[src/rtl/cec_pkg.sv]
// Shared event codes and record sizing for count_event_capture.
// CEC_TIMESTAMP_EN widens each record with a cycle timestamp.
package cec_pkg;

  localparam logic [1:0] EVT_NONE   = 2'b00;
  localparam logic [1:0] EVT_WRAP   = 2'b01;
  localparam logic [1:0] EVT_THRESH = 2'b10;
  localparam logic [1:0] EVT_ZERO   = 2'b11;

  localparam int unsigned CEC_CNT_W = 5;
  localparam int unsigned CEC_TS_W  = 16;

`ifdef CEC_TIMESTAMP_EN
  localparam bit TS_EN = 1'b1;
`else
  localparam bit TS_EN = 1'b0;
`endif

  // Record layout, MSB first: {ts (optional), code, count}.
  function automatic int unsigned rec_width(input int unsigned cnt_w, input int unsigned ts_w);
    return 2 + cnt_w + (TS_EN ? ts_w : 0);
  endfunction

  localparam int unsigned CEC_REC_W = rec_width(CEC_CNT_W, CEC_TS_W);

endpackage

[src/rtl/cec_sync_fifo.sv]
// Small synchronous FIFO with occupancy count and a combinational head.
// While empty the head shows the most recently popped entry.
module cec_sync_fifo #(
  parameter int unsigned WIDTH = 7,
  parameter int unsigned DEPTH = 4
) (
  input  logic                     clk,
  input  logic                     reset,
  input  logic                     push,
  input  logic [WIDTH-1:0]         wdata,
  input  logic                     pop,
  output logic [WIDTH-1:0]         rdata,
  output logic                     full,
  output logic                     empty,
  output logic [$clog2(DEPTH):0]   level
);

  localparam int unsigned AW = $clog2(DEPTH);
  localparam logic [AW-1:0] PTR_ONE = 1;
  localparam logic [AW:0]   LVL_ONE = 1;
  localparam logic [AW:0]   LVL_MAX = DEPTH[AW:0];

  logic [WIDTH-1:0] mem_q [DEPTH];
  logic [AW-1:0]    wr_ptr_q, rd_ptr_q, rd_idx;
  logic [AW:0]      level_q;
  logic             do_push, do_pop;

  assign empty   = (level_q == '0);
  assign full    = (level_q == LVL_MAX);
  assign level   = level_q;
  assign do_pop  = pop && !empty;
  assign do_push = push && (!full || do_pop);

  // The slot behind the read pointer is untouched until the FIFO refills past it.
  assign rd_idx = empty ? (rd_ptr_q - PTR_ONE) : rd_ptr_q;
  assign rdata  = mem_q[rd_idx];

  always_ff @(posedge clk or posedge reset) begin
    if (reset) begin
      for (int i = 0; i < int'(DEPTH); i++) begin
        mem_q[i] <= '0;
      end
    end else if (do_push) begin
      mem_q[wr_ptr_q] <= wdata;
    end
  end

  always_ff @(posedge clk or posedge reset) begin
    if (reset) begin
      wr_ptr_q <= '0;
      rd_ptr_q <= '0;
      level_q  <= '0;
    end else begin
      if (do_push) wr_ptr_q <= wr_ptr_q + PTR_ONE;
      if (do_pop)  rd_ptr_q <= rd_ptr_q + PTR_ONE;
      unique case ({do_push, do_pop})
        2'b10:   level_q <= level_q + LVL_ONE;
        2'b01:   level_q <= level_q - LVL_ONE;
        default: level_q <= level_q;
      endcase
    end
  end

endmodule

[src/rtl/count_event_capture.sv]
// Detects wrap, upward-threshold and return-to-zero events on a sampled signed count
// and queues {code, count} records; CEC_TIMESTAMP_EN adds a per-record cycle stamp.
module count_event_capture
  import cec_pkg::*;
#(
  parameter int unsigned CNT_W  = CEC_CNT_W,
  parameter int unsigned DEPTH  = 4,
  parameter int          THRESH = 10,
  parameter int unsigned TS_W   = CEC_TS_W
) (
  input  logic                        clk,
  input  logic                        reset,
  input  logic signed [CNT_W-1:0]     count_in,
  input  logic                        count_vld,
  output logic                        ev_valid,
  input  logic                        ev_ready,
  output logic [1:0]                  ev_code,
  output logic signed [CNT_W-1:0]     ev_count,
  output logic [$clog2(DEPTH):0]      ev_level,
  output logic                        drop_err,
  input  logic                        drop_clr
`ifdef CEC_TIMESTAMP_EN
  ,
  output logic [TS_W-1:0]             ev_ts
`endif
);

  localparam int unsigned REC_W = rec_width(CNT_W, TS_W);

  localparam logic signed [CNT_W-1:0] MAX_POS = {1'b0, {(CNT_W-1){1'b1}}};
  localparam logic signed [CNT_W-1:0] MIN_NEG = {1'b1, {(CNT_W-1){1'b0}}};
  localparam logic signed [CNT_W-1:0] THR     = THRESH[CNT_W-1:0];

  logic signed [CNT_W-1:0] prev_cnt_q;
  logic                    hist_vld_q;
  logic [1:0]              det_code;
  logic                    push, full, empty, drop;
  logic [REC_W-1:0]        wr_rec, rd_rec;

  always_ff @(posedge clk or posedge reset) begin
    if (reset) begin
      prev_cnt_q <= '0;
      hist_vld_q <= 1'b0;
    end else if (count_vld) begin
      prev_cnt_q <= count_in;
      hist_vld_q <= 1'b1;
    end
  end

  always_comb begin
    det_code = EVT_NONE;
    if (count_vld && hist_vld_q) begin
      if (prev_cnt_q == MAX_POS && count_in == MIN_NEG) begin
        det_code = EVT_WRAP;
      end else if (prev_cnt_q < THR && count_in >= THR) begin
        det_code = EVT_THRESH;
      end else if (count_in == '0 && prev_cnt_q != '0) begin
        det_code = EVT_ZERO;
      end
    end
  end

  assign push = (det_code != EVT_NONE);
  // Full implies non-empty, so a concurrent ready always frees a slot.
  assign drop = push && full && !ev_ready;

`ifdef CEC_TIMESTAMP_EN
  logic [TS_W-1:0] ts_q;

  always_ff @(posedge clk or posedge reset) begin
    if (reset) ts_q <= '0;
    else       ts_q <= ts_q + 1'b1;
  end

  assign wr_rec = {ts_q, det_code, count_in};
  assign ev_ts  = rd_rec[REC_W-1 -: TS_W];
`else
  assign wr_rec = {det_code, count_in};
`endif

  cec_sync_fifo #(
    .WIDTH (REC_W),
    .DEPTH (DEPTH)
  ) u_fifo (
    .clk   (clk),
    .reset (reset),
    .push  (push),
    .wdata (wr_rec),
    .pop   (ev_ready),
    .rdata (rd_rec),
    .full  (full),
    .empty (empty),
    .level (ev_level)
  );

  assign ev_valid = !empty;
  assign ev_code  = rd_rec[CNT_W +: 2];
  assign ev_count = rd_rec[CNT_W-1:0];

  // A drop in the same cycle as a clear leaves the flag set.
  always_ff @(posedge clk or posedge reset) begin
    if (reset) begin
      drop_err <= 1'b0;
    end else if (drop) begin
      drop_err <= 1'b1;
    end else if (drop_clr) begin
      drop_err <= 1'b0;
    end
  end

endmodule
[config.mk]
export PLATFORM = sky130hd
export DESIGN_NAME = count_event_capture
export DESIGN_NICKNAME = d
export VERILOG_FILES = /design/src/rtl/cec_pkg.sv /design/src/rtl/cec_sync_fifo.sv /design/src/rtl/count_event_capture.sv
export SDC_FILE = /design/constraint.sdc
export NUM_CORES = 1
export LEC_CHECK = 0
export ABC_AREA = 1
export CORE_MARGIN = 5
export CORE_UTILIZATION = 50
export CTS_CLUSTER_SIZE = 16
export DETAILED_ROUTE_END_ITERATION = 12
export PLACE_DENSITY_LB_ADDON = 0.12
export SETUP_SLACK_MARGIN = 0.3
export SYNTH_ARGS = -nofsm -noshare
export SYNTH_HDL_FRONTEND = slang
export SYNTH_HIERARCHICAL = 1
export SYNTH_SLANG_ARGS = --single-unit
[constraint.sdc]
create_clock -name clk -period 2.75 [get_ports clk]
set_input_delay 0.275 -clock clk [delete_from_list [all_inputs] [get_ports clk]]
set_output_delay 0.275 -clock clk [all_outputs]
set_load 0.01 [all_outputs]
Word-level counts from Yosys, hierarchy flattened. Index checks and enable logic that the tools add are counted.

Bitwise gates (word level): 2. Equal/unequal tests: 5. Multiplexer cells: 14. Reduce and logical (&&, ||, !) cells: 19. Order comparisons: 5. Add/subtract/negate cells: 5.

Operator list (count): 28-bit bitwise mux (1); 7-bit 2-to-1 mux (3); 7-bit binary-select mux with 2-bit select (1); 7-bit demux with 2-bit select (1); 5-bit equality test, second input constant (2); 2-bit 2-to-1 mux (5); 1-bit logical AND (9); 3-bit >= comparator, second input constant (2); 2-bit inverter with 3-bit output (2); 3-bit case mux with 2 select lines (1); 2-bit nonzero test (3); 5-bit >= comparator, second input constant (1); 5-bit logical NOT (1); 5-bit < comparator, second input constant (1); 5-bit nonzero test (1); 2-bit by 1-bit adder with 2-bit output, second input constant (2); 3-bit by 1-bit adder with 3-bit output, second input constant (1); 3-bit equality test, second input constant (1); 1-bit logical NOT (3); 3-bit logical NOT (1); 3-bit by 1-bit < comparator with 1-bit output, second input constant (1); 3-bit by 1-bit subtractor with 3-bit output, second input constant (1); 2-bit by 1-bit equality test with 1-bit output, second input constant (1); 2-bit equality test, second input constant (1); other kinds (3) (4).

Word-level logic and storage cells: 60. Bits of input ports: 10. Output and inout bits: 12. Bits in registers: 42.

Logic depth before layout (Yosys ltp). Gate-level depths: netlist of the first run.

Word-level depth: 10. Depth in mapped cells: 14. Depth with buffers taken out: 14.

Cells and area by module. The synthesis of the first run kept the hierarchy.

Modules (own cells, without submodules): cec_sync_fifo (instances 1, cells each 231, sequential area each 875.8 um^2, area an instance 1855.5 um^2); count_event_capture (instances 1, cells each 63, sequential area each 175.2 um^2, area an instance 410.4 um^2).

Worst setup path before layout of the first run. OpenSTA, ideal clock, no wires.

Path type: register to register. Start point: register prev_cnt_q[0]. End point: register u_fifo.level_q[2], in the netlist u_fifo/level[2]. Library setup time: 131 ps. Stages on the path, launching flop included: 14. Arrival time: 1875 ps. Setup slack: 745 ps. Path through: dfrtp_1 nor2_1 nand3_1 nand2_1 nand2_1 nand2_2 nand2_2 nand2_1 ha_1 inv_1 fa_1 a21oi_1 o21ai_0 xor2_1.

Longest elaborated chain between the ends: 10.

Ends and longest elaborated chain: start, declared (RTL line count_event_capture.sv:34) `logic signed [CNT_W-1:0] prev_cnt_q;`; start signal, assigned (RTL line count_event_capture.sv:45) `prev_cnt_q <= count_in;`; parallel branches: the longest is 4 deep, another holds 5-bit < comparator; 2-bit 2-to-1 mux (*) (RTL line count_event_capture.sv:53) `if (prev_cnt_q == MAX_POS && count_in == MIN_NEG) begin`; 2-bit 2-to-1 mux (*) (RTL line count_event_capture.sv:52) `if (count_vld && hist_vld_q) begin`; 2-bit nonzero test (*) (RTL line count_event_capture.sv:63) `assign push = (det_code != EVT_NONE);`; named net push (RTL line count_event_capture.sv:37) `logic push, full, empty, drop;`; 1-bit logical AND (*) (RTL line cec_sync_fifo.sv:32) `assign do_push = push && (!full || do_pop);`; 2-bit by 1-bit equality test with 1-bit output / 2-bit equality test (equally long branches) (RTL line cec_sync_fifo.sv:56) `unique case ({do_push, do_pop})`; 3-bit case mux with 2 select lines / 2-bit nonzero test (equally long branches); end signal, assigned (RTL line cec_sync_fifo.sv:57) `2'b10: level_q <= level_q + LVL_ONE;`; end signal, assigned (RTL line cec_sync_fifo.sv:58) `2'b01: level_q <= level_q - LVL_ONE;`; end signal, assigned (RTL line cec_sync_fifo.sv:59) `default: level_q <= level_q;`; end, declared (RTL line cec_sync_fifo.sv:25) `logic [AW:0] level_q;`.

Mark *: on every way through the listed nets, which the timed path passes. A chain may end at the register's enable or synchronous reset.

Final worst setup path of the first run.
Start point: register u_fifo.level_q[0], in the netlist u_fifo/level[0]. End point: output ev_count[3].

Longest elaborated chain between the ends: 6.

Ends and longest elaborated chain: 3-bit logical NOT (RTL line cec_sync_fifo.sv:28) `assign empty = (level_q == '0);`; named net empty (RTL line count_event_capture.sv:37); 2-bit 2-to-1 mux (RTL line cec_sync_fifo.sv:35) `assign rd_idx = empty ? (rd_ptr_q - PTR_ONE) : rd_ptr_q;`; 2-bit inverter with 3-bit output (implied by the code) (RTL line cec_sync_fifo.sv:36) `assign rdata = mem_q[rd_idx];`; 7-bit binary-select mux with 2-bit select (RTL line cec_sync_fifo.sv:36); 7-bit 2-to-1 mux (implied by the code) (2 in series) (RTL line cec_sync_fifo.sv:36); end, declared (RTL line count_event_capture.sv:18) `output logic signed [CNT_W-1:0] ev_count,`.

The timed path passes the listed nets, and every way through them passes these cells. The select of a mux whose other input is x is not followed.

==> summary.md, run 1 <==
Across the VDD grid, the largest voltage drop is 462.6 uV. The max-capacitance violation count was 0. The routed layout has 1,841 vias. A synthesized cell averages 7.707 sq um.

The number of clock sinks came out at 42. The total placed cells including tap cells came out at 364. Port buffering added 21 buffers. Summed over all layers, the global routing overflow is 0. The logs give 4.709 mm for the routed wire length and 290 ps for the clock latency reported for the late side of the worst-skew pair.

At the end of routability-driven placement, the weighted congestion stood at 0.7676. The H-tree was split into 2 levels. The part of the cycle the worst path needs works out to 0.8685. The first global-routing pass estimated 8.224 mm of wire. The cell leakage power is 1.420 nW.

STA classifies the critical path endpoint as a primary output. For the pre-CTS setup slack, the log shows 137.2 ps. The finished layout holds 374 standard cells, fillers aside. The worst setup path is launched from a flip-flop. Measured in cells, the most critical reg-to-reg path has a length of 11. The power density over the cells was 1061 mW/mm^2; the number of nets in the synthesized netlist was 310. The path class of the tightest hold or removal check is input port to async pin.

For the hold violation total from the final report, the log shows 0. The portion of synthesized cell area occupied by the leading cell type is 0.4638, and the slew at the pin with the worst max-slew slack is 550.8 ps. The starting density of the core was 0.5168; the antenna violation net count after detailed routing was 0.

Using the TritonRoute via totals, the vias-per-cell ratio works out to 4.922. Clock skew on the completed layout was measured at 7.652 ps. 22 I/O pins were placed. Once routing completed, OpenROAD measured the worst setup slack at 361.5 ps. The tools report the end of the worst register-to-register path as u_fifo/level[2]$_DFFE_PP0P_. Category of the critical setup timing path: flip-flop to primary output. The tools report the largest net degree at the start of global routing as 36. The first detailed-routing pass took 4 iterations. In this run, distinct cell masters in the synthesized netlist total 24. In this run the critical register-to-register path is launched from u_fifo/level[0]$_DFFE_PP0P_. The antenna cell count is 0, and the area of the die is 0.005978 sq mm.

The die boundary height works out to 77.32 um. The number of nets in the layout came out at 338. Setup repair after global routing could not meet its margin everywhere. The tools report the initial antenna violation count as 0. For the final routed database, the setup TNS stands at 0 ps. The cell type contributing the most total cell area after synthesis was sky130_fd_sc_hd__dfrtp_1. The floorplan has 24 rows. The async set-reset flop share out of synthesis came out at 1.000.

The floorplan step set the die width to 77.32 um. Compared with the post-synthesis result, the final layout area differs by 18.33%. For this run, design rule violations remaining after detail routing come to 0.

Flop-to-flop setup slack: 530 ps. Data arrives at the worst endpoint at 2110 ps. TritonCTS created 5 clock buffers. Timing would allow up to 418.7 MHz. The count of flip-flops with a built-in enable after synthesis is 0.

The worst-case headroom to the max-slew limit is 0.6318, and the ratio of cells with drive above 1 in the final layout is 0.1149. In the final routed layout, each cell accounts on average for 12.59 um. The detailed-placement wirelength estimate came out at 3.325 mm. Number of slew-limit violations in the final report: 0.

Fill cells in the final layout number 426. By instance count, the leading cell after synthesis is sky130_fd_sc_hd__nand2_1. The fraction of the yosys area taken by sequential cells is 0.4638. The largest stage delay on the critical path works out to 530 ps. Cell with the biggest individual delay on the critical path: sky130_fd_sc_hd__clkdlybuf4s50_1. No sink is reached through more buffers than the 2 on the longest clock path. The tools report the cell at the root of the clock tree as sky130_fd_sc_hd__clkbuf_8. TritonCTS built the clock tree.

The worst slack on hold paths was 221.9 ps; the depth of the critical timing path with buffers and inverters included was 8. The required time reported for the critical path endpoint is 2480 ps. The logs give 0.1692 for the combined global-route utilization of all metal layers and 6 for the count of synthesis-stage warnings from yosys.

Setup violations remaining at the end of the flow were counted as 0. In the post-synthesis netlist, the biggest area contributors are sky130_fd_sc_hd__dfrtp_1 46%, sky130_fd_sc_hd__nand2_1 13%, sky130_fd_sc_hd__inv_1 9.3%. After clock tree synthesis, the clock-pin slew on the worst setup and hold paths is 80 ps. On the critical path the largest part of the delay comes from simple AND/OR/NAND/NOR gates. The clock period could shrink to 2389 ps. Counting instances in the post-synthesis netlist gives the leading cell types as 76 x sky130_fd_sc_hd__nand2_1, 56 x sky130_fd_sc_hd__inv_1, 42 x sky130_fd_sc_hd__dfrtp_1, 35 x sky130_fd_sc_hd__nand3_1, 33 x sky130_fd_sc_hd__o21ai_0.

The tools report the post-synthesis instance area as 0.002266 sq mm. For the via count of the first global-routing pass, the log shows 1,784. The critical path goes through nor2_4, nand2_4, inv_4, nand2_1, nand2_4, nand3_1, nand2_1, clkdlybuf4s50_1. Counting flops and latches in the post-synthesis netlist gives 42. After clock tree synthesis, the flow added hold-fix buffers numbering 0. Main flop type after synthesis: sky130_fd_sc_hd__dfrtp_1. The logs give 294 for the post-synthesis instance total and 0.004384 sq mm for the core area.

The run finished with clean final reports. After the first detailed-routing iteration, the DRC count stood at 124. The buffering stage count on the worst path with inverters included is 2.

Along the worst path, the maximum fanout reaches 6.
area by class of cell:
type	count	area, sq um	area share
multi-input cells	187	998.5	0.3724
inverters	60	227.7	0.08493
flip-flops and latches	42	1054	0.3929
clock inverters	2	10.01	0.003733
well taps	52	65.06	0.02427
clock buffers	5	68.82	0.02566
repair buffers	26	257.7	0.09613
sequential cells by signal (all words and copies together) (netlist names):
signal           cells
prev_cnt_q           5
hist_vld_q           1
u_fifo/mem_q        28
u_fifo/rd_ptr_q      2
u_fifo/level         3
drop_err             1
u_fifo/wr_ptr_q      2
power by group:
group	switching, mW	internal, mW	leakage [nW]
combinational	0.839	0.655	0.846
clock	0.205	0.170	0.0438
sequential	0.154	0.821	0.530
cell families after synthesis:
logic type      count (synthesis)  synth area share
buf+inv                        65            0.1143
flops                          42            0.4638
compound gates                 39           0.08780
xor+xnor                        4           0.01546
fa+ha+maj                       6           0.03644
simple gates                  138            0.2822
through the flow:
stage	util	instance area, sq um	power (mW)
2_1_floorplan	-	2266	1.847
3_3_place_gp	0.5753	2522	2.342
5_1_grt	0.6116	2681	3.095
6_report	0.6116	2681	2.844
4_1_cts	0.5967	2616	2.785
3_5_place_dp	0.5753	2522	2.372
worst max path at each step:
stage | from | end | slack, ps
floorplan | prev_cnt_q[0]$_DFFE_PP0P_ | u_fifo/level[2]$_DFFE_PP0P_ | 740
global placement | count_in[1] | u_fifo/level[2]$_DFFE_PP0P_ | 240
detailed placement | count_in[1] | u_fifo/level[2]$_DFFE_PP0P_ | 140
CTS | u_fifo/level[1]$_DFFE_PP0P_ | ev_code[1] | 310
global route | u_fifo/level[0]$_DFFE_PP0P_ | ev_count[3] | 250
finish | u_fifo/level[0]$_DFFE_PP0P_ | ev_count[3] | 360
metal layers:
metal,wire (um),part of all wire,GRT usage
met2,2174,0.46,0.2727
met3,160,0.034,0.03513
met4,69,0.015,0.05155
met5,0,0,0
met1,2304,0.49,0.2293
placed cells by master (no fill, tap or decap), types with 4 or more instances in the layout:
cell | netlist | routed
sky130_fd_sc_hd__buf_4 | 4 | 5
sky130_fd_sc_hd__clkbuf_8 | 0 | 5
sky130_fd_sc_hd__clkdlybuf4s50_1 | 0 | 17
sky130_fd_sc_hd__dfrtp_1 | 42 | 40
sky130_fd_sc_hd__dlymetal6s2s_1 | 0 | 4
sky130_fd_sc_hd__ha_1 | 5 | 5
sky130_fd_sc_hd__inv_1 | 56 | 55
sky130_fd_sc_hd__inv_2 | 4 | 4
sky130_fd_sc_hd__nand2_1 | 76 | 75
sky130_fd_sc_hd__nand2_2 | 7 | 5
sky130_fd_sc_hd__nand3_1 | 35 | 35
sky130_fd_sc_hd__nor2_1 | 9 | 9
sky130_fd_sc_hd__o21ai_0 | 33 | 33
repair_timing:
action	in CTS	in global routing
setup endpoints to repair	6	8
pin swaps	1	3
buffers inserted	1	2
gates resized for setup	2	13
No activity file was read; power rests on OpenSTA's default activity.
==> run 2: changes to the inputs <==
--- a/config.mk
+++ b/config.mk
@@ -12,6 +12,7 @@
 export DETAILED_ROUTE_END_ITERATION = 12
 export PLACE_DENSITY_LB_ADDON = 0.12
 export SETUP_SLACK_MARGIN = 0.3
+export SLEW_MARGIN = 15
 export SYNTH_ARGS = -nofsm -noshare
 export SYNTH_HDL_FRONTEND = slang
 export SYNTH_HIERARCHICAL = 1
==> results of run 2 <==
Final layout, timing and power as in run 1 (identical DEF).
==> run 3: changes to the inputs <==
--- a/config.mk
+++ b/config.mk
@@ -11,6 +11,7 @@
 export CTS_CLUSTER_SIZE = 16
 export DETAILED_ROUTE_END_ITERATION = 12
 export PLACE_DENSITY_LB_ADDON = 0.12
+export RECOVER_POWER = 100
 export SETUP_SLACK_MARGIN = 0.3
 export SLEW_MARGIN = 15
 export SYNTH_ARGS = -nofsm -noshare
==> summary.md, run 3 (synthesis gave the netlist of run 1 again) <==
The flow ran to the end, and the final reports show no timing, DRC or antenna violations. The cell leakage power is 1.413 nW (-0.50%), and the peak ir drop on the vdd network is 460.1 uV (-0.53%). For the number of buffers on the longest clock path, the log shows 2 (unchanged). The die boundary height is 77.32 um (unchanged), and the number of rows created at floorplan is 24 (unchanged). The area growth from synthesis to final layout was 17.56%. The total length of routed met3 wires is 175 um (+9.4%), and the starting density of the core is 0.5168 (unchanged).

TritonCTS built the clock tree. The logs give 0 (unchanged) for the final routed DRC violation total and 0 (unchanged) for the antenna cell count. The worst hold path passes through 3 cells. The buffering stage count on the worst path with inverters included came out at 1 (-1). The maximum fanout encountered on the critical timing path is 9 (+3), and the ratio of cells with drive above 1 in the final layout is 0.09938 (-0.01553). Placer's final routability congestion estimate: 0.7676 (unchanged).

The run gives 2 (unchanged) as the total number of H-tree levels. Counting stages on the worst path, the most repeated cell is sky130_fd_sc_hd__nand2_1. The overall overflow remaining after global route was 0 (unchanged); the antenna violation net count after detailed routing was 0 (unchanged). Among cell families on the critical path, the largest total delay comes from simple AND/OR/NAND/NOR gates. For the clock latency reported for the late side of the worst-skew pair, the log shows 300 ps (about the same). The clock-pin transition on the worst setup and hold timing paths works out to 70 ps (about the same).

The power density over the cells came out at 1058 mW/mm^2 (-0.29%). On the critical path, the stage with the largest delay is an instance of sky130_fd_sc_hd__dlygate4sd3_1. The slew at the pin with the worst max-slew slack was 904.7 ps (+353.8 ps).

Initial antenna violation count: 0 (unchanged). The die span in x came out at 77.32 um (unchanged). For the number of slew-limit violations in the final report, the log shows 0 (unchanged).

The via count of the first global-routing pass is 1,784 (unchanged), and the worst-case headroom to the max-slew limit is 0.3969 (-0.2349). The hold violation total from the final report was 0 (unchanged). STA classifies the critical path startpoint as a flip-flop. The maximum operating frequency is 403.3 MHz (-3.7%), and the largest stage delay on the critical path is 590 ps (+60 ps). For the detailed-placement wirelength estimate, the log shows 3.325 mm (unchanged). The routed metal-1 wirelength was 2.271 mm (-1.4%). The wire length on met2 was 2.194 mm (+0.92%); the mean routed wirelength per cell was 12.59 um (about the same).

The number of nets in the layout was 338 (unchanged); the number of flip-flops in the largest register was 28 (unchanged). The run gives 4.710 mm (about the same) as the routed wire length. The run gives 148 (+19%) as the violation count after the first detailed-route iteration.

Register ranked first by flip-flop count: u_fifo/mem_q. The depth of the critical timing path with buffers and inverters included is 7 (-1), and the combined global-route utilization of all metal layers is 0.1692 (unchanged). The largest net degree at the start of global routing came out at 36 (unchanged).

The count of filler cells inserted in the layout was 429 (+0.70%); the boundary pin count was 22 (unchanged). For the total power draw, the log shows 2.817 mW (-0.94%). The run gives 42 (unchanged) as the number of clock sinks.

The run gives 1,861 (+1.1%) as the total number of vias. The kind of end point of the critical path is a primary output. The number of setup violations in the final report came out at 0 (unchanged).

The critical path goes through nor2_4, nand3_2, nand2_4, nand2_1, nand3_1, nand2_1, dlygate4sd3_1. Setup repair after global routing could not meet its margin everywhere. The logs give 4 (unchanged) for the first-pass detailed-route iteration total and 0.005978 sq mm (unchanged) for the area of the die. The tools report the cell at the root of the clock tree as sky130_fd_sc_hd__clkbuf_8. The part of the cycle the worst path needs was 0.9016 (+0.03301). The signal arrival time at the worst endpoint was 2200 ps (+90 ps). The run gives 8.072 ps (+0.4202 ps) as the worst clock skew on the final layout. The max-capacitance violation count was 0 (unchanged); the final critical delay including setup and external delays was 2479 ps (+90.78 ps). Core area: 0.004384 sq mm (unchanged). The required time reported for the critical path endpoint came out at 2480 ps (about the same). Post-detailed-route via-to-cell ratio: 4.976 (+1.1%). The highest signal layer in the routed design was met4. The library cell used most frequently in the layout, excluding fill and tap cells, is sky130_fd_sc_hd__nand2_1. The logic depth of the worst register-to-register path is 10 (-1), and the total negative setup slack is 0 ps (unchanged).

The wire length of the first global-routing pass was 8.224 mm (unchanged). The worst min-delay path class is input port to flip-flop. The library cells used most frequently in the layout, excluding fill and tap cells, are 77 x sky130_fd_sc_hd__nand2_1, 55 x sky130_fd_sc_hd__inv_1, 41 x sky130_fd_sc_hd__dfrtp_1. The number of buffers added on ports came out at 21 (unchanged).

The critical path is of the flip-flop to primary output type. The TritonCTS buffer count came out at 5 (unchanged).
==> run 3: final timing paths <==
check	startpoint	end	slack, ps
worst max-delay path	u_fifo/level[0]$_DFFE_PP0P_	ev_code[0]	270
worst min-delay path	count_in[1]	prev_cnt_q[1]$_DFFE_PP0P_	310
worst max register to register	u_fifo/level[0]$_DFFE_PP0P_	u_fifo/level[2]$_DFFE_PP0P_	440
worst min register to register	hist_vld_q$_DFFE_PP0P_	hist_vld_q$_DFFE_PP0P_	470
max in group asynchronous	reset	u_fifo/rd_ptr_q[0]$_DFFE_PP0P_	1430
min in group asynchronous	reset	drop_err$_DFFE_PP0P_	360
==> run 3: area by class of cell <==
class	count	area (sq um)	share of cell area
clock inverter	2	10.01	0.003758
inverter	60	227.7	0.08549
multi-input combinational	187	991.0	0.3720
clock buffer	5	68.82	0.02583
sequential	42	1052	0.3950
timing repair buffer	26	249.0	0.09347
tap	52	65.06	0.02442
==> run 3: what timing repair did <==
item,4_1_cts,5_1_grt
endpoints found under the hold margin,0,0
setup buffers,1,2
pin swaps,1,3
hold buffers,0,0
setup endpoints to repair,6,8
gates resized for setup,2,13
==> run 3: power by group <==
group | internal [mW] | total (mW) | switching, mW
sequential | 0.819 | 0.972 | 0.153
combinational | 0.636 | 1.47 | 0.834
clock | 0.170 | 0.376 | 0.205
total | 1.63 | 2.82 | 1.19
==> run 3: per-stage QoR <==
stage / hold slack, ps / worst slack, ps / utilization / area (sq um) / instances
after detailed placement: 448.2 / 137.2 / 0.5753 / 2522 / 364
final: 310.7 / 270.7 / 0.6076 / 2664 / 374
after global placement: 446.2 / 241.6 / 0.5753 / 2522 / 364
after floorplan: 78.40 / 744.5 / - / 2266 / 294
after CTS: 222.5 / 306.5 / 0.5967 / 2616 / 372
after global routing: 356.5 / 134.7 / 0.6076 / 2664 / 374
==> run 3: routing by layer <==
metal,vias up,track usage
met5,-,0
met1,862,0.2293
met4,0,0.05155
met2,32,0.2727
met3,6,0.03513
li1,961,-
==> run 3: worst reg2reg max path, cell delays in order (launching register included) <==
cell	delay [ps]
sky130_fd_sc_hd__dfrtp_1	470
sky130_fd_sc_hd__nor2_4	100
sky130_fd_sc_hd__nand2_4	190
sky130_fd_sc_hd__inv_4	60
sky130_fd_sc_hd__nor2_1	280
sky130_fd_sc_hd__ha_1	210
sky130_fd_sc_hd__inv_1	70
sky130_fd_sc_hd__fa_1	380
sky130_fd_sc_hd__a21oi_1	160
sky130_fd_sc_hd__o21ai_0	120
sky130_fd_sc_hd__xor2_1	150
